$ cat src/rtl/tsc_isa_pkg.sv
// TSC ISA encodings shared by the multi-cycle control FSM and the ALU control unit:
// opcodes, R-type functs, FSM states, control-field codes and an instruction classifier.
package tsc_isa_pkg;

  localparam logic [3:0] OP_BNE   = 4'd0;
  localparam logic [3:0] OP_BEQ   = 4'd1;
  localparam logic [3:0] OP_BGZ   = 4'd2;
  localparam logic [3:0] OP_BLZ   = 4'd3;
  localparam logic [3:0] OP_ADI   = 4'd4;
  localparam logic [3:0] OP_ORI   = 4'd5;
  localparam logic [3:0] OP_LHI   = 4'd6;
  localparam logic [3:0] OP_LWD   = 4'd7;
  localparam logic [3:0] OP_SWD   = 4'd8;
  localparam logic [3:0] OP_JMP   = 4'd9;
  localparam logic [3:0] OP_JAL   = 4'd10;
  localparam logic [3:0] OP_RTYPE = 4'd15;

  localparam logic [5:0] FN_ALU_MAX = 6'd7;
  localparam logic [5:0] FN_JPR     = 6'd25;
  localparam logic [5:0] FN_JRL     = 6'd26;
  localparam logic [5:0] FN_WWD     = 6'd28;
  localparam logic [5:0] FN_HLT     = 6'd29;

  typedef enum logic [2:0] {
    ST_FETCH  = 3'd0,
    ST_DECODE = 3'd1,
    ST_EXEC   = 3'd2,
    ST_MEM    = 3'd3,
    ST_WB     = 3'd4,
    ST_HALT   = 3'd5
  } state_e;

  typedef enum logic [1:0] {
    DST_RT = 2'b00,
    DST_RD = 2'b01,
    DST_R2 = 2'b10
  } reg_dst_e;

  typedef enum logic [1:0] {
    WB_ALU = 2'b00,
    WB_MDR = 2'b01,
    WB_PC1 = 2'b10
  } wb_src_e;

  typedef enum logic [1:0] {
    PC_PLUS1  = 2'b00,
    PC_BRANCH = 2'b01,
    PC_JUMP   = 2'b10,
    PC_RS     = 2'b11
  } pc_src_e;

  typedef enum logic [3:0] {
    CL_NOP, CL_ALU, CL_IMM, CL_LWD, CL_SWD, CL_BR,
    CL_JMP, CL_JAL, CL_JPR, CL_JRL, CL_WWD, CL_HLT
  } iclass_e;

  function automatic iclass_e decode_class(input logic [3:0] op, input logic [5:0] fn);
    iclass_e cls;
    cls = CL_NOP;
    case (op)
      OP_BNE, OP_BEQ, OP_BGZ, OP_BLZ: cls = CL_BR;
      OP_ADI, OP_ORI, OP_LHI:         cls = CL_IMM;
      OP_LWD:                         cls = CL_LWD;
      OP_SWD:                         cls = CL_SWD;
      OP_JMP:                         cls = CL_JMP;
      OP_JAL:                         cls = CL_JAL;
      OP_RTYPE: begin
        if (fn <= FN_ALU_MAX) begin
          cls = CL_ALU;
        end else begin
          case (fn)
            FN_JPR:  cls = CL_JPR;
            FN_JRL:  cls = CL_JRL;
            FN_WWD:  cls = CL_WWD;
            FN_HLT:  cls = CL_HLT;
            default: cls = CL_NOP;
          endcase
        end
      end
      default: cls = CL_NOP;
    endcase
    return cls;
  endfunction

endpackage

$ cat src/rtl/inst_retire_counter.sv
// Retired-instruction counter: increments by one when enabled, wraps at 2**CNT_W.
module inst_retire_counter #(
  parameter int CNT_W = 16
) (
  input  logic             clk,
  input  logic             reset,
  input  logic             inc_en,
  output logic [CNT_W-1:0] count
);

  logic [CNT_W-1:0] count_q, count_d;

  always_comb begin
    count_d = count_q;
    if (inc_en) begin
      count_d = count_q + CNT_W'(1);
    end
  end

  always_ff @(posedge clk or posedge reset) begin
    if (reset) begin
      count_q <= '0;
    end else begin
      count_q <= count_d;
    end
  end

  assign count = count_q;

endmodule

$ cat src/rtl/mc_control_fsm.sv
// Multi-cycle control FSM for the TSC CPU: sequences FETCH/DECODE/EXEC/MEM/WB, latches HALT.
// Strobes decode from state, opcode/funct and mem_ready; halted and num_inst are registered.
module mc_control_fsm
  import tsc_isa_pkg::*;
#(
  parameter int CNT_W = 16
) (
  input  logic             clk,
  input  logic             reset,
  input  logic [3:0]       opcode,
  input  logic [5:0]       funct,
  input  logic             bcond,
  input  logic             mem_ready,
  output logic             alu_op,
  output logic             mem_read,
  output logic             mem_write,
  output logic             i_or_d,
  output logic             ir_write,
  output logic             reg_write,
  output logic [1:0]       reg_dst,
  output logic [1:0]       wb_src,
  output logic             pc_write,
  output logic             pc_write_cond,
  output logic [1:0]       pc_source,
  output logic             is_wwd,
  output logic             halted,
  output logic [CNT_W-1:0] num_inst
);

  state_e  state_q, state_d;
  logic    halted_q, halted_d;
  logic    retire_en;
  iclass_e cls;
  logic    unused_bcond;

  assign cls = decode_class(opcode, funct);
  // bcond qualifies pc_write_cond inside the datapath; the sequencing never depends on it.
  assign unused_bcond = bcond;

  always_ff @(posedge clk or posedge reset) begin
    if (reset) begin
      state_q  <= ST_FETCH;
      halted_q <= 1'b0;
    end else begin
      state_q  <= state_d;
      halted_q <= halted_d;
    end
  end

  always_comb begin
    state_d       = state_q;
    halted_d      = halted_q;
    alu_op        = 1'b0;
    mem_read      = 1'b0;
    mem_write     = 1'b0;
    i_or_d        = 1'b0;
    ir_write      = 1'b0;
    reg_write     = 1'b0;
    reg_dst       = DST_RT;
    wb_src        = WB_ALU;
    pc_write      = 1'b0;
    pc_write_cond = 1'b0;
    pc_source     = PC_PLUS1;
    is_wwd        = 1'b0;

    case (state_q)
      ST_FETCH: begin
        mem_read = 1'b1;
        if (mem_ready) begin
          ir_write = 1'b1;
          pc_write = 1'b1;
          state_d  = ST_DECODE;
        end
      end
      ST_DECODE: begin
        case (cls)
          CL_HLT: begin
            state_d  = ST_HALT;
            halted_d = 1'b1;
          end
          CL_JMP: begin
            pc_write  = 1'b1;
            pc_source = PC_JUMP;
            state_d   = ST_FETCH;
          end
          CL_JAL: begin
            pc_write  = 1'b1;
            pc_source = PC_JUMP;
            reg_write = 1'b1;
            reg_dst   = DST_R2;
            wb_src    = WB_PC1;
            state_d   = ST_FETCH;
          end
          CL_NOP:  state_d = ST_FETCH;
          default: state_d = ST_EXEC;
        endcase
      end
      ST_EXEC: begin
        state_d = ST_FETCH;
        case (cls)
          CL_ALU, CL_IMM: begin
            alu_op  = 1'b1;
            state_d = ST_WB;
          end
          CL_LWD, CL_SWD: begin
            alu_op  = 1'b1;
            state_d = ST_MEM;
          end
          CL_BR: begin
            pc_write_cond = 1'b1;
            pc_source     = PC_BRANCH;
          end
          CL_JPR: begin
            pc_write  = 1'b1;
            pc_source = PC_RS;
          end
          CL_JRL: begin
            pc_write  = 1'b1;
            pc_source = PC_RS;
            reg_write = 1'b1;
            reg_dst   = DST_R2;
            wb_src    = WB_PC1;
          end
          CL_WWD:  is_wwd = 1'b1;
          default: state_d = ST_FETCH;
        endcase
      end
      ST_MEM: begin
        i_or_d = 1'b1;
        if (cls == CL_LWD) begin
          mem_read = 1'b1;
          if (mem_ready) state_d = ST_WB;
        end else begin
          mem_write = 1'b1;
          if (mem_ready) state_d = ST_FETCH;
        end
      end
      ST_WB: begin
        reg_write = 1'b1;
        reg_dst   = (cls == CL_ALU) ? DST_RD : DST_RT;
        wb_src    = (cls == CL_LWD) ? WB_MDR : WB_ALU;
        state_d   = ST_FETCH;
      end
      ST_HALT: state_d = ST_HALT;
      default: state_d = ST_FETCH;
    endcase

    // State already sits in FETCH during reset; keep every strobe quiet until release.
    if (reset) begin
      alu_op        = 1'b0;
      mem_read      = 1'b0;
      mem_write     = 1'b0;
      i_or_d        = 1'b0;
      ir_write      = 1'b0;
      reg_write     = 1'b0;
      reg_dst       = DST_RT;
      wb_src        = WB_ALU;
      pc_write      = 1'b0;
      pc_write_cond = 1'b0;
      pc_source     = PC_PLUS1;
      is_wwd        = 1'b0;
    end
  end

  assign retire_en = ((state_d == ST_FETCH) && (state_q != ST_FETCH)) ||
                     ((state_d == ST_HALT)  && (state_q != ST_HALT));
  assign halted    = halted_q;

  inst_retire_counter #(
    .CNT_W (CNT_W)
  ) u_retire (
    .clk    (clk),
    .reset  (reset),
    .inc_en (retire_en),
    .count  (num_inst)
  );

endmodule

$ cat config.mk
export PLATFORM = sky130hd
export DESIGN_NAME = mc_control_fsm
export DESIGN_NICKNAME = d
export VERILOG_FILES = /design/src/rtl/tsc_isa_pkg.sv /design/src/rtl/inst_retire_counter.sv /design/src/rtl/mc_control_fsm.sv
export SDC_FILE = /design/constraint.sdc
export NUM_CORES = 1
export LEC_CHECK = 0
export ABC_AREA = 1
export BUFFER_PORTS_ARGS = -buffer_cell sky130_fd_sc_hd__buf_2
export CAP_MARGIN = 0
export CORE_MARGIN = 2
export CORE_UTILIZATION = 53
export DETAILED_ROUTE_END_ITERATION = 7
export PLACE_DENSITY = 0.8
export RECOVER_POWER = 100
export SKIP_CTS_REPAIR_TIMING = 1
export SLEW_MARGIN = 20
export SYNTH_ARGS = -nofsm -noshare
export SYNTH_HDL_FRONTEND = slang
export SYNTH_SLANG_ARGS = --single-unit
$ cat constraint.sdc
create_clock -name clk -period 1.97 [get_ports clk]
set_input_delay 0.394 -clock clk [delete_from_list [all_inputs] [get_ports clk]]
set_output_delay 0.394 -clock clk [all_outputs]
set_load 0.05 [all_outputs]
==> impl_metrics.tcl <==
set metrics [dict create \
    drive_gt1_frac 0.399 \
    synth_top_cell_area_share 0.289 \
    syn_area_per_cell_um2 6.85 \
    rsz0062_at_grt "true" \
    die_w_um 61.2 \
    clk_latency_ns 0.31 \
    grt_max_degree 21 \
    ys.flop_type "dfrtp_1" \
    multiInputGateArea_um2 1220 \
    syn_area_um2 1730 \
    clk_pin_slew_ns 0.12 \
    synth_edf_count 0 \
    regToRegEndpoint "u_retire.count[6]" \
    reg2reg_depth 16 \
    die_area_um2 3740 \
    ys_seq_area_frac 0.289 \
    antenna_left 0 \
    first_global_vias 1774 \
    clock-sinks 20 \
    drtIter0Drc 153 \
    ys_warn_count 0 \
    ff_latch_area_um2 502 \
    drc 0 \
    cts_tree "built" \
    antenna_cells 0 \
    grt_overflow 0 \
    min_period_ns 2.22 \
    cp-start-kind "flip-flop" \
    fin_crit_sh 1.13 \
    cts-root-buf "clkbuf_4" \
    ys_types 31 \
    synthCells 253 \
    ir_worst_vdd_mv 0.841 \
    hold_violations 0 \
    p_leak_nw 1.20 \
    utilization 0.804 \
    synth_top_cells_by_count "nand2_1, inv_1, nor2_1, nand4_1, dfrtp_1" \
    grtUsageTotal 0.249 \
    hold_class "reg2reg" \
    hold-worst-slack_ns 0.483 \
    yosys.area.top_type "dfrtp_1" \
    status "finished with violations" \
    slew_violations 0 \
    fp.coreArea_um2 3080 \
    r2r-start "state_q[0]" \
    cts.htree.levels 1 \
    gp_congestion 0.927 \
    antenna_found_initial 0 \
    fin_worst_skew_ns 0.000929 \
    initial_core_util 0.563 \
    area_growth_pct 42.7 \
    vias 1976 \
    maxSlewHeadroom 0.277 \
    setup_tns_ns -2.90 \
    cts_max_path_buffers 2 \
    drt_pass1_iterations 4 \
    drt-wirelength-per-cell_um 14.3 \
    critPathMaxFanout 4 \
    power_density_nw_per_um2 1140 \
    critical_path_required_ns 1.58 \
    routed_wl_mm 5.17 \
    rrSetupSlack_ns -0.11 \
    die_h_um 61.2 \
    grt_pass1_wl_mm 7.14 \
    top_level_ports 46 \
    hold_end "halted" \
    critPathKind "reg2out" \
    crit_arrival_ns 1.83 \
    min_from "halted" \
    numCtsBuffers 3 \
    synth_async_sr_flop_share 1.00 \
    cap_violations 0 \
    total_power_w 0.00283 \
    place_ws_ns -0.260 \
    tightest_slew_ns 1.09 \
    holdPathStages 2 \
    fmax_mhz 451 \
    setup_violations 27 \
    nets 334 \
    violations "setup timing" \
    io_buffers 44 \
    syn_nets 268 \
    fill_cells 218 \
    drt-vias-per-instance 5.46 \
    num_rows 20 \
    dp_hpwl_mm 3.31 \
    cp-end-kind "output port" \
    synth-seq-cells 20 \
    fin_ws_ns -0.249 \
    synth_area_leaders "dfrtp_1, nand2_1, nand4_1" \
    yosysMostFrequentCell "nand2_1" \
]
## layout make-up
| type | count | share of cell area |
|---|---|---|
| Clock buffer | 3 | 0.00910 |
| Timing Repair Buffer | 67 | 0.197 |
| Clock inverter | 1 | 0.0121 |
| Tap cell | 44 | 0.0223 |
| Inverter | 38 | 0.0622 |
| Multi-Input combinational cell | 189 | 0.494 |
| Sequential cell | 20 | 0.203 |
## sequential cells by signal, summed over array words and instances (netlist names)
signal          flops
halted              1
state_q             3
u_retire.count     16
## cell usage in the layout (no fill, tap or decap), types with 3 or more instances in the layout
master	count
o21ai_1	3
buf_4	21
nand2_1	45
inv_1	28
dfrtp_1	19
nand3_4	3
nand2_4	3
nand3_2	6
nor2_1	16
buf_6	10
nor3_1	6
clkbuf_1	18
nor2_2	6
buf_2	13
nand2_2	27
nand3_1	11
clkbuf_4	3
xnor2_1	6
o21ai_0	4
nor2_4	7
buf_8	3
xor2_1	8
inv_2	6
nand4_1	22
## worst max-delay path by stage
| stage | slack (ns) | endpoint | startpoint |
|---|---|---|---|
| detailed placement | -0.26 | reg_dst[1] | funct[4] |
| global route | -0.34 | reg_write | state_q[0] |
| finish | -0.25 | reg_write | state_q[0] |
| floorplan | -0.19 | wb_src[1] | funct[4] |
| CTS | -0.33 | reg_dst[1] | state_q[0] |
| global placement | -0.21 | reg_write | funct[4] |
## worst max-delay path, cell delays in order (launching register included)
cell	delay [ns]
dfrtp_2	0.45
buf_4	0.14
nand2_1	0.12
o32ai_4	0.32
nand2_2	0.13
a21oi_2	0.17
buf_6	0.17
## per-stage QoR
stage | area, um2 | cells
3_3_place_gp | 2230 | 353
5_1_grt | 2470 | 362
6_report | 2470 | 362
3_5_place_dp | 2230 | 353
2_1_floorplan | 1860 | 253
4_1_cts | 2280 | 357
## cells by family after synthesis
group                    Yosys count  share of synthesized area
XOR/XNOR                          14                     0.0708
AO/OA/AOI/OAI                     15                     0.0505
flip-flops                        20                      0.289
buffers and inverters             45                      0.111
AND/OR/NAND/NOR                  158                      0.471
adder cells (fa/ha/maj)            1                    0.00722
## where the power goes
group / total, W / switching, W / internal, W
Clock: 0.000342 / 0.000136 / 0.000206
Sequential: 0.000580 / 0.0000911 / 0.000488
Combinational: 0.00191 / 0.00128 / 0.000633
## routing by layer
layer | share of wire | vias up | GRT usage
li1 | - | 954 | -
met1 | 0.39 | 931 | 0.298
met2 | 0.54 | 81 | 0.462
met3 | 0.046 | 10 | 0.0252
met4 | 0.018 | 0 | 0.0839
met5 | 0 | - | 0
No activity file was read; power rests on OpenSTA's default activity.
